## config.mk

```make
export PLATFORM = sky130hd
export DESIGN_NAME = scan_host_seq_flat
export DESIGN_NICKNAME = d
export VERILOG_FILES = /design/src/rtl/scan_host_seq_if.sv /design/src/rtl/scan_host_seq.sv /design/src/flat_wrapper.sv
export SDC_FILE = /design/constraint.sdc
export NUM_CORES = 1
export LEC_CHECK = 0
export BUFFER_PORTS_ARGS = -buffer_cell sky130_fd_sc_hd__buf_2
export CORE_ASPECT_RATIO = 2
export CORE_UTILIZATION = 50
export CTS_BUF_LIST = sky130_fd_sc_hd__clkbuf_4
export DETAILED_ROUTE_END_ITERATION = 10
export PLACE_DENSITY_LB_ADDON = 0.12
export RECOVER_POWER = 100
export SLEW_MARGIN = 5
export SYNTH_ARGS = -nofsm -noshare
export SYNTH_HDL_FRONTEND = slang
export SYNTH_SLANG_ARGS = --single-unit
```

## constraint.sdc

```tcl
create_clock -name clk -period 38.7 [get_ports clk]
set_clock_uncertainty 0.15 [all_clocks]
set_input_delay 1.935 -clock clk [delete_from_list [all_inputs] [get_ports clk]]
set_output_delay 1.935 -clock clk [all_outputs]
set_load 0.02 [all_outputs]
```

## src/rtl/scan_host_seq_if.sv

```systemverilog
// Host-side bundle between the scan sequencer, the AES blocks and the chip TAP pins.
// The slave modport is the sequencer; the master modport is whatever drives it.
interface scan_host_seq_if;
    logic         start;
    logic [127:0] ct_a;
    logic [127:0] ct_b;
    logic         tdo;
    logic         tms;
    logic         tdi;
    logic         busy;
    logic         done;
    logic [127:0] result;

    modport master (
        output start, ct_a, ct_b, tdo,
        input  tms, tdi, busy, done, result
    );

    modport slave (
        input  start, ct_a, ct_b, tdo,
        output tms, tdi, busy, done, result
    );
endinterface

```

## src/rtl/scan_host_seq.sv

```systemverilog
// Host-side TAP sequencer: walks the nine-phase secure-scan flow, one (tms, tdi) pair per cycle.
// State (r_state, r_phase, r_cnt) always names the stream element currently on the pins.
module scan_host_seq #(
    parameter int DEC_WAIT = 12,
    parameter int CAP_WAIT = 2,
    parameter int ENC_WAIT = 11
) (
    input  logic           clk,
    input  logic           trst,
    scan_host_seq_if.slave bus
);
    localparam logic [2:0] S_IDLE  = 3'd0;
    localparam logic [2:0] S_PRE   = 3'd1;
    localparam logic [2:0] S_SHIFT = 3'd2;
    localparam logic [2:0] S_HOLD  = 3'd3;
    localparam logic [2:0] S_TAIL  = 3'd4;
    localparam logic [2:0] S_DONE  = 3'd5;

    logic [2:0]   r_state;
    logic [3:0]   r_phase;
    logic [7:0]   r_cnt;
    logic         r_tms;
    logic         r_tdi;
    logic         r_busy;
    logic         r_done;
    logic [127:0] r_result;
    logic [127:0] r_ct_a;
    logic [127:0] r_ct_b;

    logic [2:0]   w_nstate;
    logic [3:0]   w_nphase;
    logic [7:0]   w_ncnt;
    logic         w_adv;
    logic         w_accept;
    logic         w_tms;
    logic         w_tdi;

    // Preamble tms bits, first bit in the LSB.
    function automatic logic [3:0] pre_pat(input logic [3:0] ph);
        case (ph)
            4'd1, 4'd3: return 4'b0011;
            4'd2, 4'd4: return 4'b0001;
            4'd5, 4'd7: return 4'b0110;
            4'd6:       return 4'b0101;
            4'd8:       return 4'b1001;
            4'd9:       return 4'b1110;
            default:    return 4'b0000;
        endcase
    endfunction

    function automatic logic [7:0] pre_len(input logic [3:0] ph);
        case (ph)
            4'd1, 4'd3:                   return 8'd2;
            4'd5, 4'd6, 4'd7:             return 8'd3;
            4'd2, 4'd4, 4'd8, 4'd9:       return 8'd4;
            default:                      return 8'd1;
        endcase
    endfunction

    function automatic logic [7:0] wait_len(input logic [3:0] ph);
        case (ph)
            4'd2, 4'd4: return 8'(DEC_WAIT);
            4'd6:       return 8'(CAP_WAIT);
            4'd8:       return 8'(ENC_WAIT);
            default:    return 8'd0;
        endcase
    endfunction

    function automatic logic [7:0] tail_len(input logic [3:0] ph);
        case (ph)
            4'd2, 4'd4: return 8'd4;
            4'd8:       return 8'd1;
            default:    return 8'd0;
        endcase
    endfunction

    always_comb begin
        w_nstate = r_state;
        w_nphase = r_phase;
        w_ncnt   = r_cnt;
        w_adv    = 1'b0;
        w_accept = 1'b0;
        case (r_state)
            S_IDLE, S_DONE: begin
                if (bus.start) begin
                    w_accept = 1'b1;
                    w_nstate = S_PRE;
                    w_nphase = 4'd1;
                    w_ncnt   = 8'd0;
                end
            end
            S_PRE: begin
                if (r_cnt != pre_len(r_phase) - 8'd1) begin
                    w_ncnt = r_cnt + 8'd1;
                end else if (r_phase[0]) begin
                    w_nstate = S_SHIFT;
                    w_ncnt   = 8'd0;
                end else if (wait_len(r_phase) != 8'd0) begin
                    w_nstate = S_HOLD;
                    w_ncnt   = 8'd0;
                end else if (tail_len(r_phase) != 8'd0) begin
                    w_nstate = S_TAIL;
                    w_ncnt   = 8'd0;
                end else begin
                    w_adv = 1'b1;
                end
            end
            S_SHIFT: begin
                if (r_cnt != 8'd127) w_ncnt = r_cnt + 8'd1;
                else                 w_adv  = 1'b1;
            end
            S_HOLD: begin
                if (r_cnt != wait_len(r_phase) - 8'd1) begin
                    w_ncnt = r_cnt + 8'd1;
                end else if (tail_len(r_phase) != 8'd0) begin
                    w_nstate = S_TAIL;
                    w_ncnt   = 8'd0;
                end else begin
                    w_adv = 1'b1;
                end
            end
            S_TAIL: begin
                if (r_cnt != tail_len(r_phase) - 8'd1) w_ncnt = r_cnt + 8'd1;
                else                                   w_adv  = 1'b1;
            end
            default: w_nstate = S_IDLE;
        endcase

        if (w_adv) begin
            w_ncnt = 8'd0;
            if (r_phase == 4'd9) begin
                w_nstate = S_DONE;
            end else begin
                w_nstate = S_PRE;
                w_nphase = r_phase + 4'd1;
            end
        end
    end

    // Pin values for the element that the next state describes.
    always_comb begin
        w_tms = 1'b0;
        w_tdi = 1'b0;
        case (w_nstate)
            S_PRE:   w_tms = pre_pat(w_nphase)[w_ncnt[1:0]];
            S_SHIFT: begin
                w_tms = (w_ncnt != 8'd127);
                if (w_nphase == 4'd1)      w_tdi = r_ct_a[w_ncnt[6:0]];
                else if (w_nphase == 4'd3) w_tdi = r_ct_b[w_ncnt[6:0]];
            end
            S_HOLD:  w_tms = 1'b1;
            default: w_tms = 1'b0;
        endcase
    end

    always_ff @(posedge clk) begin
        if (!trst) begin
            r_state  <= S_IDLE;
            r_phase  <= 4'd0;
            r_cnt    <= 8'd0;
            r_tms    <= 1'b0;
            r_tdi    <= 1'b0;
            r_busy   <= 1'b0;
            r_done   <= 1'b0;
            r_result <= '0;
        end else begin
            r_state <= w_nstate;
            r_phase <= w_nphase;
            r_cnt   <= w_ncnt;
            r_tms   <= w_tms;
            r_tdi   <= w_tdi;
            r_busy  <= (w_nstate != S_IDLE) && (w_nstate != S_DONE);
            r_done  <= (w_nstate == S_DONE);
            // The element on the pins ends at this edge, so tdo now belongs to bit r_cnt.
            if (w_accept)
                r_result <= '0;
            else if (r_state == S_SHIFT && r_phase == 4'd9)
                r_result[r_cnt[6:0]] <= bus.tdo;
        end
    end

    always_ff @(posedge clk) begin
        if (trst && w_accept) begin
            r_ct_a <= bus.ct_a;
            r_ct_b <= bus.ct_b;
        end
    end

    assign bus.tms    = r_tms;
    assign bus.tdi    = r_tdi;
    assign bus.busy   = r_busy;
    assign bus.done   = r_done;
    assign bus.result = r_result;
endmodule

```

## src/flat_wrapper.sv

```systemverilog
// flat-port wrapper written by rule: the top's interface ports become plain ports
module scan_host_seq_flat 
#(
    parameter int DEC_WAIT = 12,
    parameter int CAP_WAIT = 2,
    parameter int ENC_WAIT = 11
)
  (clk, trst, bus_start, bus_ct_a, bus_ct_b, bus_tdo, bus_tms, bus_tdi, bus_busy, bus_done, bus_result);
  scan_host_seq_if bus_i ();
  input  logic clk;
  input  logic trst;
  input wire logic [$bits(bus_i.start)-1:0] bus_start;
  input wire logic [$bits(bus_i.ct_a)-1:0] bus_ct_a;
  input wire logic [$bits(bus_i.ct_b)-1:0] bus_ct_b;
  input wire logic [$bits(bus_i.tdo)-1:0] bus_tdo;
  output wire logic [$bits(bus_i.tms)-1:0] bus_tms;
  output wire logic [$bits(bus_i.tdi)-1:0] bus_tdi;
  output wire logic [$bits(bus_i.busy)-1:0] bus_busy;
  output wire logic [$bits(bus_i.done)-1:0] bus_done;
  output wire logic [$bits(bus_i.result)-1:0] bus_result;
  assign bus_i.start = bus_start;
  assign bus_i.ct_a = bus_ct_a;
  assign bus_i.ct_b = bus_ct_b;
  assign bus_i.tdo = bus_tdo;
  assign bus_tms = bus_i.tms;
  assign bus_tdi = bus_i.tdi;
  assign bus_busy = bus_i.busy;
  assign bus_done = bus_i.done;
  assign bus_result = bus_i.result;
  scan_host_seq #(.DEC_WAIT(DEC_WAIT), .CAP_WAIT(CAP_WAIT), .ENC_WAIT(ENC_WAIT)) u_core (.clk(clk), .trst(trst), .bus(bus_i));
endmodule
```

### Word-level counts from Yosys, hierarchy flattened

Memories as Yosys holds them, arrays and structs flattened. A register that Yosys moved wholly into a read port is not among the register bits.
Cells that the tools add are included.
W data, S select, Z words.

* register bits after elaboration: 403
* memories kept: 2
* ROM bits: 112
* output and inout bits: 132
* bits of input ports: 260
* word-level logic and storage cells: 122

* bitwise gates (word level): 1
* $add $sub $neg: 5
* $lt $le $gt $ge: 4
* multiplexer cells: 64
* equal/unequal tests: 22
* reductions and logical operators: 14

Memories
* (no name shown): words 16, bits a word 4, read ports 1, clocked after Yosys merged registers in 0, wr ports 0, RTL line scan_host_seq.sv:40 `case (ph)`
* (no name shown): words 16, bits a word 3, read ports 1, clocked after Yosys merged registers in 1, wr ports 0, RTL line scan_host_seq.sv:52 `case (ph)`

Operators by type and width (number)
* $mux W8: 22
* $bwmux W128: 1
* $pmux W8 S5: 1
* $mux W3: 9
* $mux W4: 6
* $ne A8 B8 Y1: 3
* $reduce_bool A8 Y1: 3
* $sub A8 B1 Y8 const B: 3
* $lt A7 B8 Y1 const B: 2
* $mux W1: 16
* $ne A8 B7 Y1 const B: 2
* $bmux W1 S7: 2
* $eq A3 B2 Y1 const B: 4
* $pmux W3 S4: 1
* $pmux W4 S3: 1
* $eq A3 B3 Y1 const B: 3
* $add A8 B1 Y8 const B: 1
* $eq A4 B2 Y1 const B: 2
* $eq A4 B3 Y1 const B: 2
* $eq A4 B4 Y1 const B: 2
* $reduce_or A2 Y1: 4
* $demux W1 S7: 1
* $ge A7 B1 Y1 const B: 1
* $eq A3 B1 Y1 const B: 2
* 13 further kinds: 16

### Depth between registers and ports, before layout

Gate-level depths: netlist (run 1).

* word-level depth: 23
* gate-level depth with buffers: 23

### Worst setup path before layout (run 1)

Ideal clock, no wire load.

* path type: input-to-reg
* from: in trst
* to: reg u_core.r_ct_a[0] (enable)
* arrival: 12.865 ns
* cell stages on the path: 3
* data required time: 37.671 ns
* buffers on the path: 1
* path slack: 24.806 ns
* setup time: 0.879 ns
* cells stage by stage: inv_1 clkbuf_1 nor2_1

* word-level cells in the longest chain between the ends: 1

RTL lines
* start, declared: RTL line flat_wrapper.sv:11 `input logic trst;`
* $logic_and A1 B1 Y1: RTL line scan_host_seq.sv:183 `if (trst && w_accept) begin`
* end signal, assigned: RTL line scan_host_seq.sv:184 `r_ct_a <= bus.ct_a;`
* end, declared: RTL line scan_host_seq.sv:27 `logic [127:0] r_ct_a;`

No other way between the ends.
A chain may end at the register's enable or synchronous reset.

### Worst setup path in the final report (run 1)

* from: reg u_core.r_phase[0]
* to: reg u_core.r_tdi, in the netlist u_core.bus.tdi

* word-level cells in the longest chain between the ends: 18
* elaborated cells on any way between the ends: 67
* classes of those cells: add/sub: 3; eq/ne: 10; mux: 49; reduce/logical: 5

RTL lines
* start, declared: RTL line scan_host_seq.sv:20 `logic [3:0] r_phase;`
* start signal, assigned: RTL line scan_host_seq.sv:168 `r_phase <= w_nphase;`
* parallel branches: the longest is 18 deep, another holds $sub A8 B1 Y8
* end signal, assigned: RTL line scan_host_seq.sv:171 `r_tdi <= w_tdi;`
* end, declared: RTL line scan_host_seq.sv:23 `logic r_tdi;`

Several ways; the timed one is not identified. The select of a mux whose other input is x is not followed.

==> qor.csv, run 1 <==
stage;metric;value;unit
floorplanning;IO Count;392;
layout;Area growth syn-to-layout;17.2;%
outcome;status;finished with violations;
setup_path;CP Data Arrival Time;9.54;ns
detailed_routing;Initial DRT Pass Iterations;5;
yosys;largest cells by area after synthesis;edfxtp_1 44%, dfxtp_1 17%, nand3_1 5.5%;
setup_path;CP Capture Type;register;
yosys;most frequent cell after synthesis;edfxtp_1;
timing;fmax;112;MHz
timing;setup TNS;0;ns
global_route;gr usage total;0.312;
detailed_routing;initial drt markers;898;
floorplanning;die footprint;0.0354;mm^2
yosys;Netlist cell types;75;
setup_path;CP Max Fanout;59;
timing;minimum clock period;8.97;ns
timing;Hold Slack;0.324;ns
global_route;first-pass GRT wire length;81100;um
run;number of max-cap violations;9;
clock_network;Post-CTS Setup Inserts;0;
placed_design;IO buf count;391;
setup_path;CP most frequent cell;ha_1;
floorplanning;Core Area;0.0342;mm^2
setup_path;crit-path cells;inv_1 -> ha_1 -> and3b_1 -> inv_1 -> ha_1 -> ha_1 -> xor2_1 -> nand3_1 -> a221o_1 -> o31ai_1 -> a2bb2oi_1 -> a21o_1 -> clkbuf_1 -> mux2i_1 -> a32oi_1 -> a31oi_1 -> o211ai_1 -> o2111ai_1 -> o211ai_1;
timing;final-report hold violation count;0;
clock_network;CTS resizes;0;
clock_network;clk slew on worst S/H paths;0.08;ns
detailed_routing;antenna-violating nets left;0;
yosys;FFs w/ async S/R, synth;0;
yosys;Avg Inst Size Synth;10.9;um^2
timing;Slew @ Worst Pin;4.71;ns
layout;Nets;2244;
floorplanning;Initial Util;0.506;
layout;Util after Layout;0.593;
clock_network;Root Buffer;clkbuf_4;
yosys;Seq/Total Area, Yosys;0.617;
clock_network;H-tree Lvls;3;
timing;Pins Over Slew Limit;610;
detailed_routing;vias;14500;
hold_path;HP Class;reg2reg;
timing;Slew HR;-2.14;
timing;Setup-failing EPs final;0;
pwr;Peak VDD IR;0.0397;mV
clock_network;Clock Latency Late Sink;0.80;ns
layout;share of post-route cells with drive strength above 1;0.192;
yosys;Yosys top cell area share;0.444;
pwr;leakage power;7.20;nW
detailed_routing;drt wl/cell;22.6;um
placed_design;Post-DP HPWL;40700;um
clock_network;CTS Buf Count;89;
pwr;Pwr Total;0.00117;W
yosys;dominant cell type by area after synthesis;edfxtp_1;
setup_path;critical path class;reg2reg;
yosys;Main synth FF type;edfxtp_1;
yosys;Synth warnings;0;
yosys;EDFF count, synth;256;
setup_path;critical path startpoint category;register;
yosys;synth cell count leaders;256 x edfxtp_1, 192 x nand3_1, 187 x nand2_1, 160 x a21oi_1, 150 x dfxtp_1;
global_route;largest net degree at the start of global routing;95;
yosys;cells after synthesis;1585;
setup_path;slowest stage cell, crit path;clkbuf_1;
detailed_routing;# DRC;0;
global_route;initial antenna violation count;16;
detailed_routing;vias per cell;5.84;
floorplanning;Die Wd;134;um
global_route;Overflow after GRT;0;
pwr;pwr dens;57.6;mW/mm^2
outcome;violated checks;capacitance limit, slew limit;
setup_path;R2R Setup Slk;29.73;ns
clock_network;clk buf depth;3;
detailed_routing;final wirelength;56100;um
yosys;syn_nets;1856;
placed_design;RD Place Congestion;0.922;
clock_network;CTS tree;built;
timing;final period utilization;0.232;
clock_network;hold bufs inserted after CTS;0;
global_route;vias in the first global route;14300;
timing;unrepaired setup endpoints after global routing;false;
floorplanning;Die Y;265;um
yosys;#FFs+latches synth;406;
clock_network;clock sink count;406;
setup_path;CP max stage delay;2.01;ns
floorplanning;row count;96;
yosys;Netlist Area Pre-Place;0.0173;mm^2
setup_path;Worst Path Required;39.28;ns
-- sequential cells by signal (all words and copies together), names as in the netlist, named ones only --
register / count
u_core.bus.busy: 1
u_core.bus.done: 1
u_core.bus.result: 128
u_core.bus.tdi: 1
u_core.bus.tms: 1
u_core.r_cnt: 8
u_core.r_ct_a: 128
u_core.r_ct_b: 128
u_core.r_phase: 4
u_core.r_state: 3
-- per-layer routing --
metal  vias up  wire length (um)  GRT usage
met3       226              3420     0.0675
met4        16              4820      0.265
met2       708             30500      0.592
met5         -               103          0
met1      6847             17300      0.270
li1       6730                 -          -
-- cell type report --
class	count	area, um^2
Antenna cell	8	20.0
Tap cell	441	552
Timing Repair Buffer	412	1880
Clock buffer	114	856
Clock inverter	42	211
Inverter	21	81.3
Multi-Input combinational cell	1043	6010
Fill cell	3073	13900
Sequential cell	406	10700
-- metrics by stage --
stage                     setup WS (ns)  cells  area (um^2)
after floorplan                   24.81   1585        17300
after global placement            32.58   2323        19500
after detailed placement          32.42   2323        19500
after CTS                         32.42   2479        20600
after global routing              29.05   2485        20300
final                             29.73   2487        20300
-- path summary, 6_finish.rpt --
path / start / end / cells past startpoint
worst max-delay path: u_core.r_phase[0] / u_core.bus.tdi / 19
worst min-delay path: u_core.bus.result[6] / u_core.bus.result[6] / 2
worst max register to register: u_core.r_phase[0] / u_core.bus.tdi / 19
worst min register to register: u_core.bus.result[6] / u_core.bus.result[6] / 2
-- kinds of logic (layout without fill, tap and decap cells) --
logic type / count (synthesis) / after routing / share of synthesized area
AO/OA/AOI/OAI: 409 / 409 / 0.140
XOR/XNOR: 12 / 12 / 0.00607
adder cells (fa/ha/maj): 11 / 11 / 0.00795
buffers and inverters: 136 / 589 / 0.0367
flip-flops: 406 / 406 / 0.617
multiplexers: 71 / 71 / 0.0410
other: 0 / 8 / 0
AND/OR/NAND/NOR: 540 / 540 / 0.151
-- cells in the final DEF, fill, tap and decap left out, types with 10 or more instances in the layout --
cell type and n:
a21oi_1 160, inv_1 20, buf_4 13, a32oi_1 18, nand3_1 192, mux2i_1 71
nor3_1 18, a31oi_1 14, dfxtp_1 150, nor4_1 12, a211oi_1 15, nand2_1 187
clkbuf_1 174, clkinv_1 27, buf_2 225, o21ai_0 137, edfxtp_1 256, ha_1 11
xnor2_1 10, nor2_1 45, clkbuf_4 114, or3_1 10, nand4_1 10
-- critical path, delay by kind of cell (launching register included) --
family                   cells  cell delay (ns)
AO/OA/AOI/OAI                9             4.45
buffers and inverters        3             2.27
adder cells (fa/ha/maj)      3             0.84
AND/OR/NAND/NOR              2             0.43
flip-flops                   1             0.34
multiplexers                 1             0.26
XOR/XNOR                     1             0.14
-- power breakdown --
group | switching, W | internal [W] | leakage (nW) | total [W]
Combinational | 0.000233 | 0.000111 | 2.99 | 0.000344
Sequential | 0.0000105 | 0.000502 | 3.58 | 0.000512
Clock | 0.000168 | 0.000147 | 0.630 | 0.000314
(Power assumes the default switching activity.)
==> run 2, diff against run 1 <==
Clock period 38.7 ns to 8.2 ns, I/O delays scaled along.
==> run 2 against run 1 <==
Net effect:
- the flow still finishes with violations (capacitance limit, slew limit)
- first-iteration DRC count grew 38%
- power grew to 4.9 times the previous value
- count of clock-buffer cells in the layout grew 21
- die area is the same
- cell count grew 10%
- sequential power grew to 4.7 times the previous value
- sequential share of layout area shrank 6.0 points
- setup slack lost 28 ns
- critical endpoint unchanged
- largest power group unchanged
- highest routed layer is now met4
==> qor.csv, run 2 (synthesis results as in run 1) <==
stage;metric;value;unit
outcome;status;finished with violations;
outcome;violated checks;capacitance limit, slew limit;
layout;commonest non-fill, non-tap cells in the layout;258 x dlygate4sd3_1, 256 x edfxtp_1, 211 x clkbuf_1;
setup_path;critical path buffer and inverter count;3;
floorplanning;Core Area;0.0342;mm^2
setup_path;R2R Setup Slk;1.73;ns
global_route;first-pass GRT wire length;94900;um
detailed_routing;final wirelength;65300;um
setup_path;Worst Path Required;8.70;ns
pwr;leakage power;8.21;nW
global_route;Overflow after GRT;0;
global_route;gr usage total;0.365;
detailed_routing;# DRC;0;
detailed_routing;vias;16100;
setup_path;CP startpoint;u_core.r_phase[0];
clock_network;CTS tree;built;
setup_path;Worst setup endpoint;u_core.bus.tdi;
detailed_routing;initial drt markers;1237;
detailed_routing;drt wl/cell;23.8;um
clock_network;CTS resizes;0;
setup_path;crit-path cells;inv_1 -> ha_1 -> and3b_1 -> inv_1 -> ha_1 -> ha_1 -> xor2_1 -> nand3_1 -> a221o_2 -> o31ai_1 -> nand2_1 -> a221o_1 -> buf_4 -> nor2_2 -> a32oi_1 -> nand4_1 -> o211ai_1 -> nor4_1 -> o211ai_1;
timing;final period utilization;0.789;
timing;unrepaired setup endpoints after global routing;false;
floorplanning;row count;96;
timing;Setup WS post-layout;1.73;ns
layout;FF/Latch Area;0.0107;mm^2
global_route;initial antenna violation count;5;
layout;Nets;2499;
setup_path;CP most frequent cell;ha_1;
placed_design;Setup WS pre-CTS;2.31;ns
layout;commonest non-fill, non-tap cell in the layout;dlygate4sd3_1;
timing;Setup-failing EPs final;0;
layout;Design Area, Final;0.0229;mm^2
timing;Slew HR;-2.02;
floorplanning;IO Count;392;
timing;Pins Over Slew Limit;145;
timing;final-report hold violation count;0;
layout;share of post-route cells with drive strength above 1;0.158;
clock_network;Clock Latency Late Sink;0.82;ns
floorplanning;Die Wd;134;um
global_route;vias in the first global route;16500;
clock_network;CTS Buf Count;91;
pwr;Peak VDD IR;0.350;mV
clock_network;clk buf depth;3;
clock_network;clock sink count;406;
placed_design;Cell Area, Placed;0.0195;mm^2
floorplanning;Initial Util;0.506;
detailed_routing;Initial DRT Pass Iterations;5;
floorplanning;die footprint;0.0354;mm^2
timing;fmax;154;MHz
floorplanning;Die Y;265;um
pwr;pwr dens;252;mW/mm^2
timing;Slew @ Worst Pin;4.53;ns
setup_path;Crit path max-delay family;compound AO/OA/AOI/OAI gates;
run;number of max-cap violations;2;
timing;setup TNS;0;ns
setup_path;Reg-to-Reg End;u_core.bus.tdi;
hold_path;HP Class;in2reg;
detailed_routing;vias per cell;5.85;
setup_path;critical path startpoint category;register;
clock_network;Root Buffer;clkbuf_4;
setup_path;reg2reg start;u_core.r_phase[0];
setup_path;CP Depth;19;
placed_design;Post-DP HPWL;42600;um
layout;multi-input logic area;0.00602;mm^2
setup_path;CP Max Fanout;22;
clock_network;H-tree Lvls;3;
layout;number of fill cells;2751;
layout;Area growth syn-to-layout;32.3;%
setup_path;CP max stage delay;0.98;ns
timing;minimum clock period;6.47;ns
hold_path;worst min-delay path startpoint;bus_start;
setup_path;CP Capture Type;register;
setup_path;Reg2Reg Depth;19;
placed_design;RD Place Congestion;0.941;
setup_path;slowest stage cell, crit path;o31ai_1;
clock_network;clk slew on worst S/H paths;0.07;ns
setup_path;critical path class;reg2reg;
global_route;largest net degree at the start of global routing;214;
setup_path;CP Data Arrival Time;6.98;ns
detailed_routing;antenna-violating nets left;0;
placed_design;IO buf count;391;
## run 2: cell types whose count changed in the layout (fill, tap and decap cells not counted), sizes merged
cell and delta:
clkbuf +58, bufinv -1, dlygate4sd3 +258, inv +1
buf -42, clkinv -14, diode -2
## run 2: what timing repair did
item | 4_1_cts | 5_1_grt
endpoints found under the hold margin | 316 | 0
hold buffers | 258 | 0
buffers inserted | 0 | 0
## run 2: worst register-to-register path, delay by kind of cell (launching register included)
kind | cells | cell delay (ns)
adder cells (fa/ha/maj) | 3 | 0.86
AO/OA/AOI/OAI | 6 | 2.32
AND/OR/NAND/NOR | 6 | 2.01
XOR/XNOR | 1 | 0.15
buffers and inverters | 3 | 0.51
flip-flops | 1 | 0.35
## run 2: final cells by class
| type | instances | area share |
|---|---|---|
| multi-input combinational | 1043 | 0.263 |
| inverter | 21 | 0.00355 |
| timing repair buffer | 665 | 0.192 |
| antenna | 6 | 0.000655 |
| clock buffer | 135 | 0.0442 |
| clock inverter | 28 | 0.00568 |
| sequential | 406 | 0.467 |
| tap | 441 | 0.0241 |
## run 2: per-stage QoR
| step | hold slack, ns | power [W] | cells | util |
|---|---|---|---|---|
| after global routing | 0.155 | 0.00599 | 2744 | 0.669 |
| after detailed placement | 0.315 | 0.00409 | 2318 | 0.569 |
| after CTS | 0.105 | 0.00572 | 2739 | 0.678 |
| final | 0.151 | 0.00577 | 2745 | 0.669 |
| after global placement | 0.308 | 0.00407 | 2318 | 0.569 |
| after floorplan | 0.336 | 0.00362 | 1585 | - |
## run 2: how the worst min path moves through the flow
| stage | to | slack [ns] | cells past startpoint |
|---|---|---|---|
| 4_1_cts | u_core.r_ct_a[69] | 0.11 | 2 |
| 6_report | u_core.r_state[2] | 0.15 | 4 |
| 3_3_place_gp | u_core.bus.result[76] | 0.31 | 2 |
| 5_1_grt | u_core.r_ct_b[61] | 0.16 | 2 |
| 2_1_floorplan | register | 0.34 | 1 |
| 3_5_place_dp | u_core.bus.result[72] | 0.32 | 2 |
## run 2: routing by layer
layer  global-route usage  share of wire  up-vias
met3               0.0581          0.059      296
met5                    0              0        -
met2                0.689           0.54      947
met1                0.327           0.30     7592
li1                     -              -     7227
met4                0.324          0.093        0
## run 2: where the power goes
group / switching (W) / internal, W
clock: 0.000833 / 0.000759
combinational: 0.00118 / 0.000589
sequential: 0.0000609 / 0.00235
total: 0.00207 / 0.00370
==> run 3, diff against run 2 <==
Clock period 8.2 ns to 6.8 ns, I/O delays scaled along.
==> run 3 against run 2 <==
Net effect:
- global-route usage about the same
- setup slack worse by 1.1 ns
- the flow still finishes with violations (capacitance limit, slew limit)
- power up 21%
- critical path depth unchanged
- die area unchanged
- via count down 0.17%
- largest power group unchanged
- cell area about the same
- first-iteration DRC count up 5.2%
- highest routed layer unchanged
==> qor.csv, run 3 (synthesis results as in run 1) <==
stage;metric;value;unit
clock_network;clock sink count;406;
setup_path;CP Capture Type;register;
setup_path;R2R Setup Slk;0.67;ns
floorplanning;Initial Util;0.506;
detailed_routing;vias per cell;5.85;
pwr;Comb pwr share;0.320;
clock_network;Post-CTS Setup Inserts;0;
run;number of max-cap violations;2;
clock_network;CTS resizes;0;
setup_path;Reg2Reg Depth;19;
floorplanning;die footprint;0.0354;mm^2
layout;Post-Layout Cell Count;2742;
global_route;most utilized layer in the global route result;met2;
floorplanning;Die Wd;134;um
hold_path;worst min-delay path startpoint;bus_ct_a[11];
timing;Pins Over Slew Limit;287;
outcome;violated checks;capacitance limit, slew limit;
setup_path;CP Max Fanout;18;
floorplanning;row count;96;
clock_network;clk slew on worst S/H paths;0.09;ns
global_route;vias in the first global route;16500;
global_route;first-pass GRT wire length;94700;um
clock_network;Root Buffer;clkbuf_4;
outcome;status;finished with violations;
setup_path;Worst Path Required;7.31;ns
global_route;GRT met1 Usage;0.332;
floorplanning;IO Count;392;
setup_path;CP Data Arrival Time;6.64;ns
placed_design;Post-DP HPWL;42600;um
floorplanning;Die Y;265;um
timing;Hold Slack;0.0650;ns
detailed_routing;antenna-violating nets left;0;
pwr;pwr dens;305;mW/mm^2
placed_design;RD Place Congestion;1.01;
global_route;GR Util met3;0.0585;
layout;Area growth syn-to-layout;32.3;%
clock_network;H-tree Lvls;3;
timing;Slew @ Worst Pin;4.58;ns
setup_path;critical path startpoint category;register;
clock_network;CTS Buf Count;85;
layout;number of fill cells;2700;
global_route;largest net degree at the start of global routing;184;
timing;final-report hold violation count;0;
timing;unrepaired setup endpoints after global routing;false;
hold_path;hold path cells;2;
clock_network;CTS tree;built;
floorplanning;Core Area;0.0342;mm^2
global_route;initial antenna violation count;3;
timing;final period utilization;0.902;
pwr;Seq pwr share;0.419;
global_route;gr usage total;0.365;
placed_design;Inst Count DP;2327;
detailed_routing;Initial DRT Pass Iterations;8;
pwr;Pwr Total;0.00699;W
timing;Slew HR;-2.05;
setup_path;reg2reg start;u_core.r_phase[0];
pwr;internal power;0.00445;W
detailed_routing;final wirelength;65000;um
global_route;met2 Usage GRT;0.694;
detailed_routing;initial drt markers;1301;
placed_design;IO buf count;391;
hold_path;worst-case hold path end point;u_core.r_ct_a[11];
detailed_routing;vias;16000;
detailed_routing;drt wl/cell;23.7;um
timing;setup TNS;0;ns
pwr;Peak VDD IR;0.211;mV
setup_path;Reg-to-Reg End;u_core.bus.tdi;
timing;fmax;163;MHz
clock_network;clk buf depth;3;
layout;share of post-route cells with drive strength above 1;0.155;
timing;minimum clock period;6.13;ns
clock_network;Clock Latency Late Sink;0.83;ns
detailed_routing;# DRC;0;
timing;Setup-failing EPs final;0;
global_route;Overflow after GRT;0;
layout;commonest non-fill, non-tap cell in the layout;dlygate4sd3_1;
pwr;Switching Fraction;0.363;
layout;commonest non-fill, non-tap cells in the layout;258 x dlygate4sd3_1, 256 x edfxtp_1, 210 x clkbuf_1;
pwr;Clk pwr share;0.261;
pwr;NetSw;0.00254;W
layout;Nets;2502;
hold_path;HP Class;in2reg;
setup_path;critical path class;reg2reg;
pwr;leakage power;8.20;nW
==> run 3: how the worst max path moves through the flow <==
stage / startpoint / endpoint / slack, ns / depth (start not counted)
CTS: u_core.r_phase[0] / u_core.bus.tdi / 1.01 / 20
floorplan: u_core.r_state[1] / u_core.r_ct_a[0] / 1.43 / 4
finish: u_core.r_phase[0] / u_core.bus.tdi / 0.67 / 19
global route: u_core.r_phase[0] / u_core.bus.tdi / 0.28 / 20
global placement: u_core.r_phase[0] / u_core.bus.tdi / 1.04 / 20
detailed placement: u_core.r_phase[0] / u_core.bus.tdi / 1.01 / 20
==> run 3: power by group through the flow <==
stage	Clock (W)	Combinational, W	Sequential (W)
2_1_floorplan	0	0.00142	0.00295
3_3_place_gp	0	0.00205	0.00295
3_5_place_dp	0	0.00207	0.00295
4_1_cts	0.00180	0.00219	0.00290
5_1_grt	0.00195	0.00236	0.00294
6_report	0.00183	0.00224	0.00293
==> run 3: worst max-delay path, stage by stage (launching register included) <==
cell,delay (ns)
dfxtp_1,0.35
inv_1,0.14
ha_1,0.21
and3b_1,0.41
inv_1,0.12
ha_1,0.32
ha_1,0.33
xor2_1,0.14
nand3_1,0.08
a221o_1,0.38
nor4_1,0.73
or4_1,0.23
buf_4,0.24
a21oi_4,0.14
nor2_1,0.92
nand3_1,0.32
nand4_1,0.19
o21ai_0,0.10
nor4_1,0.39
o211ai_1,0.15
==> run 3: metrics by stage <==
| stage | utilization | instance area [um^2] | worst slack (ns) |
|---|---|---|---|
| 2_1_floorplan | - | 17300 | 1.43 |
| 3_3_place_gp | 0.571 | 19600 | 1.04 |
| 3_5_place_dp | 0.571 | 19600 | 1.01 |
| 4_1_cts | 0.678 | 23200 | 1.01 |
| 5_1_grt | 0.669 | 22900 | 0.278 |
| 6_report | 0.669 | 22900 | 0.668 |
==> run 3: area by class of cell <==
class | instances | area [um^2] | area share
Sequential cell | 406 | 10700 | 0.467
Inverter | 21 | 81.3 | 0.00355
Tap cell | 441 | 552 | 0.0241
Multi-Input combinational cell | 1043 | 6040 | 0.264
Timing Repair Buffer | 674 | 4470 | 0.195
Antenna cell | 3 | 7.51 | 0.000328
Clock inverter | 36 | 175 | 0.00765
Clock buffer | 118 | 886 | 0.0387
==> run 3: layer usage <==
layer | up-vias | share of wire
met4 | 0 | 0.091
met1 | 7545 | 0.30
met2 | 967 | 0.54
met5 | - | 0
li1 | 7241 | -
met3 | 281 | 0.065
==> run 3: repair_timing <==
item / 4_1_cts / 5_1_grt
hold buffers: 258 / 0
endpoints found under the setup margin: 0 / 0
endpoints found under the hold margin: 346 / 0
